## src/rtl/sha256_block_feeder_if.sv

```systemverilog
// Memory read port and padded-block handshake between the block feeder and its neighbours.
interface sha256_block_feeder_if;
  logic         mem_clk;
  logic         mem_we;
  logic [15:0]  mem_addr;
  logic [31:0]  mem_read_data;
  logic [511:0] blk_data;
  logic         blk_valid;
  logic         blk_ready;
  logic         blk_last;

  modport master (
    output mem_clk, mem_we, mem_addr, blk_data, blk_valid, blk_last,
    input  mem_read_data, blk_ready
  );

  modport slave (
    input  mem_clk, mem_we, mem_addr, blk_data, blk_valid, blk_last,
    output mem_read_data, blk_ready
  );
endinterface

```

## src/rtl/sha256_block_feeder.sv

```systemverilog
// Reads a byte message from word memory, applies SHA-256 padding and
// emits 512-bit blocks in order over a valid/ready handshake.
module sha256_block_feeder (
  input  logic                   clk,
  input  logic                   reset_n,
  input  logic                   start,
  input  logic [15:0]            message_addr,
  input  logic [31:0]            size,
  output logic                   busy,
  output logic                   done,
  sha256_block_feeder_if.master  bus
);
  localparam int unsigned ADDR_W = 16;
  localparam int unsigned WORD_W = 32;
  localparam int unsigned BLK_W  = 27;
  localparam int unsigned K_W    = BLK_W + 4;
  localparam int unsigned DATA_W = 16 * WORD_W;

  localparam logic [2:0] IDLE = 3'd0;
  localparam logic [2:0] GEN  = 3'd1;
  localparam logic [2:0] WAIT = 3'd2;
  localparam logic [2:0] CAP  = 3'd3;
  localparam logic [2:0] HOLD = 3'd4;
  localparam logic [2:0] DONE = 3'd5;

  logic [2:0]        state, state_nxt;
  logic [ADDR_W-1:0] base, base_nxt;
  logic [WORD_W-1:0] len, len_nxt;
  logic [BLK_W-1:0]  nblk, nblk_nxt;
  logic [BLK_W-1:0]  b, b_nxt;
  logic [3:0]        w, w_nxt;
  logic [ADDR_W-1:0] mem_addr_q, mem_addr_nxt;
  logic [DATA_W-1:0] data_q, data_nxt;
  logic              valid_q, valid_nxt;
  logic              last_q, last_nxt;
  logic              busy_q, busy_nxt;
  logic              done_q, done_nxt;

  logic [K_W-1:0]    k;
  logic [K_W-1:0]    nfull;
  logic              is_last, is_delim, len_word, need_mem;
  logic [WORD_W-1:0] gen_word, cap_word, word;
  logic              wr;

  // Global word index within the padded message.
  assign k        = {b, w};
  assign nfull    = K_W'(len[31:2]);
  assign is_last  = (b == nblk - BLK_W'(1));
  assign len_word = is_last && (w >= 4'd14);
  assign is_delim = (k == nfull);
  assign need_mem = !len_word && ((k < nfull) || (is_delim && (len[1:0] != 2'b00)));

  always_comb begin
    gen_word = '0;
    if (len_word) begin
      gen_word = w[0] ? {len[28:0], 3'b000} : {29'b0, len[31:29]};
    end else if (is_delim) begin
      gen_word = 32'h8000_0000;
    end
  end

  // Delimiter word keeps the leading message bytes and inserts 0x80 after them.
  always_comb begin
    cap_word = bus.mem_read_data;
    if (is_delim) begin
      case (len[1:0])
        2'd1:    cap_word = {bus.mem_read_data[31:24], 24'h80_0000};
        2'd2:    cap_word = {bus.mem_read_data[31:16], 16'h8000};
        2'd3:    cap_word = {bus.mem_read_data[31:8],  8'h80};
        default: cap_word = bus.mem_read_data;
      endcase
    end
  end

  always_comb begin
    state_nxt    = state;
    base_nxt     = base;
    len_nxt      = len;
    nblk_nxt     = nblk;
    b_nxt        = b;
    w_nxt        = w;
    mem_addr_nxt = mem_addr_q;
    data_nxt     = data_q;
    valid_nxt    = valid_q;
    last_nxt     = last_q;
    done_nxt     = 1'b0;
    word         = '0;
    wr           = 1'b0;

    case (state)
      IDLE: begin
        if (start) begin
          base_nxt  = message_addr;
          len_nxt   = size;
          nblk_nxt  = BLK_W'((33'(size) + 33'd8) >> 6) + BLK_W'(1);
          b_nxt     = '0;
          w_nxt     = '0;
          state_nxt = GEN;
        end
      end
      GEN: begin
        if (need_mem) begin
          mem_addr_nxt = base + ADDR_W'(k);
          state_nxt    = WAIT;
        end else begin
          word = gen_word;
          wr   = 1'b1;
        end
      end
      WAIT: state_nxt = CAP;
      CAP: begin
        word = cap_word;
        wr   = 1'b1;
      end
      HOLD: begin
        if (bus.blk_ready) begin
          valid_nxt = 1'b0;
          last_nxt  = 1'b0;
          if (is_last) begin
            done_nxt  = 1'b1;
            state_nxt = DONE;
          end else begin
            b_nxt     = b + BLK_W'(1);
            w_nxt     = '0;
            state_nxt = GEN;
          end
        end
      end
      DONE:    state_nxt = IDLE;
      default: state_nxt = IDLE;
    endcase

    // Shift the new word in; word 0 ends up in the top slot after 16 writes.
    if (wr) begin
      data_nxt = {data_q[DATA_W-WORD_W-1:0], word};
      if (w == 4'd15) begin
        valid_nxt = 1'b1;
        last_nxt  = is_last;
        state_nxt = HOLD;
      end else begin
        w_nxt     = w + 4'd1;
        state_nxt = GEN;
      end
    end

    busy_nxt = (state_nxt != IDLE);
  end

  always_ff @(posedge clk or negedge reset_n) begin
    if (!reset_n) begin
      state      <= IDLE;
      base       <= '0;
      len        <= '0;
      nblk       <= '0;
      b          <= '0;
      w          <= '0;
      mem_addr_q <= '0;
      data_q     <= '0;
      valid_q    <= 1'b0;
      last_q     <= 1'b0;
      busy_q     <= 1'b0;
      done_q     <= 1'b0;
    end else begin
      state      <= state_nxt;
      base       <= base_nxt;
      len        <= len_nxt;
      nblk       <= nblk_nxt;
      b          <= b_nxt;
      w          <= w_nxt;
      mem_addr_q <= mem_addr_nxt;
      data_q     <= data_nxt;
      valid_q    <= valid_nxt;
      last_q     <= last_nxt;
      busy_q     <= busy_nxt;
      done_q     <= done_nxt;
    end
  end

  assign bus.mem_clk   = clk;
  assign bus.mem_we    = 1'b0;
  assign bus.mem_addr  = mem_addr_q;
  assign bus.blk_data  = data_q;
  assign bus.blk_valid = valid_q;
  assign bus.blk_last  = last_q;
  assign busy          = busy_q;
  assign done          = done_q;
endmodule

```

## src/flat_wrapper.sv

```systemverilog
// flat-port wrapper written by rule: the top's interface ports become plain ports
module sha256_block_feeder_flat 
  (clk, reset_n, start, message_addr, size, busy, done, bus_mem_clk, bus_mem_we, bus_mem_addr, bus_blk_data, bus_blk_valid, bus_blk_last, bus_mem_read_data, bus_blk_ready);
  sha256_block_feeder_if bus_i ();
  input  logic clk;
  input  logic reset_n;
  input  logic start;
  input  logic [15:0] message_addr;
  input  logic [31:0] size;
  output logic busy;
  output logic done;
  output wire logic [$bits(bus_i.mem_clk)-1:0] bus_mem_clk;
  output wire logic [$bits(bus_i.mem_we)-1:0] bus_mem_we;
  output wire logic [$bits(bus_i.mem_addr)-1:0] bus_mem_addr;
  output wire logic [$bits(bus_i.blk_data)-1:0] bus_blk_data;
  output wire logic [$bits(bus_i.blk_valid)-1:0] bus_blk_valid;
  output wire logic [$bits(bus_i.blk_last)-1:0] bus_blk_last;
  input wire logic [$bits(bus_i.mem_read_data)-1:0] bus_mem_read_data;
  input wire logic [$bits(bus_i.blk_ready)-1:0] bus_blk_ready;
  assign bus_mem_clk = bus_i.mem_clk;
  assign bus_mem_we = bus_i.mem_we;
  assign bus_mem_addr = bus_i.mem_addr;
  assign bus_blk_data = bus_i.blk_data;
  assign bus_blk_valid = bus_i.blk_valid;
  assign bus_blk_last = bus_i.blk_last;
  assign bus_i.mem_read_data = bus_mem_read_data;
  assign bus_i.blk_ready = bus_blk_ready;
  sha256_block_feeder u_core (.clk(clk), .reset_n(reset_n), .start(start), .message_addr(message_addr), .size(size), .busy(busy), .done(done), .bus(bus_i));
endmodule
```

## config.mk

```make
export PLATFORM = sky130hd
export DESIGN_NAME = sha256_block_feeder_flat
export DESIGN_NICKNAME = d
export VERILOG_FILES = /design/src/rtl/sha256_block_feeder_if.sv /design/src/rtl/sha256_block_feeder.sv /design/src/flat_wrapper.sv
export SDC_FILE = /design/constraint.sdc
export NUM_CORES = 1
export LEC_CHECK = 0
export ABC_CLOCK_PERIOD_IN_PS = 3900
export BUFFER_PORTS_ARGS = -buffer_cell sky130_fd_sc_hd__buf_2
export CORE_MARGIN = 8
export CORE_UTILIZATION = 50
export CTS_CLUSTER_SIZE = 40
export DETAILED_ROUTE_END_ITERATION = 10
export PLACE_DENSITY = 0.75
export SYNTH_ARGS = -nofsm -noshare
export SYNTH_HDL_FRONTEND = slang
export SYNTH_SLANG_ARGS = --single-unit
```

## constraint.sdc

```tcl
create_clock -name clk -period 3.9 [get_ports clk]
set_clock_uncertainty 0.05 [all_clocks]
set_input_delay 0.195 -clock clk [delete_from_list [all_inputs] [get_ports clk]]
set_output_delay 0.195 -clock clk [all_outputs]
set_load 0.01 [all_outputs]
```

==> impl_metrics.csv <==
group,metric,value,unit
critical_path,cp_max_fo,24,
power_and_ir_drop,comb_power_share,0.397,
floorplanning,rows,86,
global_route,grt_util_met1,0.330,
power_and_ir_drop,ir_worst_vdd,449,µV
critical_path,crit_type,"reg2reg",
clocking,worstSkewPairLatency,0.72,ns
synth,syn_inst,2110,
clocking,cts_tree,"done",
floorplanning,die_h,251,µm
sta,period_needed,3.75,ns
global_route,use_met2,0.466,
detailed_routing,drtAntennaViolNets,0,
synth,synthesis.nets,2246,
global_route,gr-usage-all-layers,0.277,
global_route,grt_pass1_wl,135000,µm
power_and_ir_drop,clkPwrFrac,0.220,
global_route,first_global_vias,21200,
sta,setup_violations,0,
synth,synthFlopType,"dfrtp_1",
power_and_ir_drop,switchingPower,11800,µW
finish,nets,2980,
global_route,grt_antenna_before_repair,5,
sta,layout_setup_ws,0.150,ns
sta,relSlewSlack,0.360,
critical_path,cp-start-kind,"flop",
floorplanning,die_area,63200,µm²
critical_path,required,4.44,ns
synth,async_reset_ff_frac,1.00,
placed_design,gp_congestion,0.981,
power_and_ir_drop,netSwitchingFraction,0.378,
worst_hold_path,hp-class,"in2async",
detailed_routing,vias,20400,
finish,drive_gt1_frac,0.455,
detailed_routing,drt-wirelength-per-cell,24.5,µm
sta,worst_pin_slew,0.960,ns
detailed_routing,drc,0,
outcome,status,"finished clean",
floorplanning,die_x,251,µm
sta,max_freq,267,MHz
clocking,clkTransAtPathRegs,0.06,ns
placed_design,post-dp-hpwl,68000,µm
power_and_ir_drop,p_seq_frac,0.383,
synth,synth_cell_type_count,79,
finish,syn_to_final_growth,27.1,%
sta,rsz0062_at_grt,"no",
floorplanning,ios,618,
detailed_routing,drt-pass1-iter-count,6,
detailed_routing,drt_iter0_drc,1472,
synth,netlist_area,27700,µm²
synth,syn_area_per_cell,13.1,µm²
sta,min_period_over_period,0.961,
critical_path,arrival,4.29,ns
placed_design,portBuffers,616,
synth,ys_ff_latch,641,
global_route,grt_max_degree,129,
run,drv_cap,0,
synth,yosysSeqAreaShare,0.579,
detailed_routing,routed_wl,89500,µm
sta,hold_violations,0,
critical_path,end_kind,"flop",
floorplanning,initial_core_util,0.504,
global_route,overflow,0,
synth,synth_edf_count,0,
detailed_routing,vias_per_cell,5.60,
global_route,met3_usage,0.0629,
global_route,top_usage_layer,"met2",
power_and_ir_drop,p_leak,0.0181,µW
synth,yosysWarnings,0,
power_and_ir_drop,powerDensity,888,nW/µm²
sta,slew_viol_final,0,
placed_design,pre_cts_ws,0.217,ns
floorplanning,coreArea,55000,µm²
power_and_ir_drop,p_int,19500,µW
sta,fin_setup_tns,0,ns
[state kept, by name, indices dropped and copies added, names as in the netlist]
signal,cells
u_core.busy,1
u_core.state,3
u_core.b,27
u_core.bus.blk_data,512
u_core.done,1
u_core.nblk,27
u_core.bus.blk_last,1
u_core.len,32
u_core.bus.blk_valid,1
u_core.base,16
u_core.bus.mem_addr,16
u_core.w,4
[critical path: stages (launching register included)]
cell and delay, ns:
dfrtp_1 0.40, inv_1 0.10, ha_1 0.31, nand4_1 0.28, nor4_1 0.37, buf_4 0.18, nand4_1 0.15, nand3_1 0.20
a31oi_1 0.12, o31a_1 0.33, a31oi_4 0.22, buf_12 0.24, buf_4 0.26, mux2_2 0.36
[synth_stat cells (all sizes together) (4+ instances only)]
master | count | area share
mux2i | 10 | 0.0036
or3 | 14 | 0.0032
nor3 | 19 | 0.0040
o211ai | 7 | 0.0019
and3 | 24 | 0.0055
nor2 | 43 | 0.0058
o31ai | 8 | 0.0022
or2 | 6 | 0.0014
nand4 | 23 | 0.0057
buf | 76 | 0.016
o21ai | 91 | 0.016
and2 | 15 | 0.0034
o41ai | 4 | 0.0013
a221o | 29 | 0.010
nor4b | 4 | 0.0020
o31a | 4 | 0.0013
clkbuf | 33 | 0.0046
a31oi | 12 | 0.0029
nand3b | 5 | 0.0014
nor4 | 8 | 0.0026
and4 | 12 | 0.0039
nand2 | 178 | 0.024
nor2b | 6 | 0.0014
xnor2 | 44 | 0.014
ha | 51 | 0.023
nand2b | 5 | 0.0011
dfrtp | 641 | 0.58
a21oi | 41 | 0.0074
inv | 58 | 0.0079
xor2 | 39 | 0.012
or4 | 20 | 0.0057
mux2 | 496 | 0.20
a21o | 11 | 0.0030
nand3 | 35 | 0.0065
[logic make-up (layout without fill, tap and decap cells)]
kind of cell	after synthesis	after routing	share of synthesized area
XOR/XNOR	83	83	0.0262
other	1	3	0.000135
AND/OR/NAND/NOR	424	424	0.0799
buffers and inverters	167	955	0.0284
adder cells (fa/ha/maj)	54	54	0.0245
multiplexers	506	506	0.206
flip-flops	641	641	0.579
AO/OA/AOI/OAI	234	234	0.0556
[final timing paths]
path | slack (ns) | cells after the start | startpoint | to
max | 0.15 | 13 | u_core.len[14] | u_core.bus.blk_data[444]
min | 0.01 | 2 | reset_n | u_core.bus.blk_data[56]
max reg2reg | 0.15 | 13 | u_core.len[14] | u_core.bus.blk_data[444]
min reg2reg | 0.44 | 2 | u_core.base[14] | u_core.base[14]
max in group asynchronous | 2.57 | 3 | reset_n | u_core.bus.blk_data[259]
min in group clk | 0.10 | 4 | bus_mem_read_data[23] | u_core.bus.blk_data[23]
[cells in the final DEF, fill, tap and decap left out, types with 43 or more instances in the layout]
cell type      instances
inv_1                 58
o21ai_0               88
buf_4                 49
nand2_1              177
mux2_2               487
buf_2                615
nor2_1                43
dlygate4sd3_1         81
ha_1                  51
clkbuf_16             74
dfrtp_1              641
xnor2_1               44
[per-stage QoR]
step	power [µW]	utilization	cells	area, µm²	hold slack [ns]
after floorplan	18600	-	2110	27700	-0.151
after global placement	23800	0.582	3434	32000	0.201
after detailed placement	24400	0.582	3434	32000	0.212
after CTS	31400	0.640	3644	35200	0.0282
after global routing	32800	0.641	3648	35200	0.0727
final	31300	0.641	3648	35200	0.0144
[power by group through the flow]
stage | sequential [µW] | clock [µW] | combinational, µW
after floorplan | 12200 | 21.1 | 6330
after global placement | 11800 | 15.5 | 12000
after detailed placement | 12000 | 15.5 | 12300
after CTS | 11900 | 7000 | 12500
after global routing | 12300 | 7260 | 13300
final | 12000 | 6890 | 12400
[layer usage]
layer / part of all wire / up-vias
li1: - / 9033
met1: 0.39 / 10400
met2: 0.49 / 777
met3: 0.069 / 210
met4: 0.055 / 0
met5: 0 / -
[final cells by class]
cell class / count / area [µm²]
Fill cell: 4050 / 19800
Sequential cell: 641 / 16000
Multi-Input combinational cell: 1302 / 10900
Timing Repair Buffer: 767 / 4710
Clock buffer: 106 / 2100
Tap cell: 748 / 936
Clock inverter: 24 / 315
Inverter: 58 / 218
Antenna cell: 2 / 5.00
[what timing repair did]
action,CTS,global route
endpoints found under the setup margin,0,112
hold buffers,81,0
buffers inserted,0,2
gates resized for setup,0,1
endpoints found under the hold margin,203,0
No activity file was read; power rests on OpenSTA's default activity.
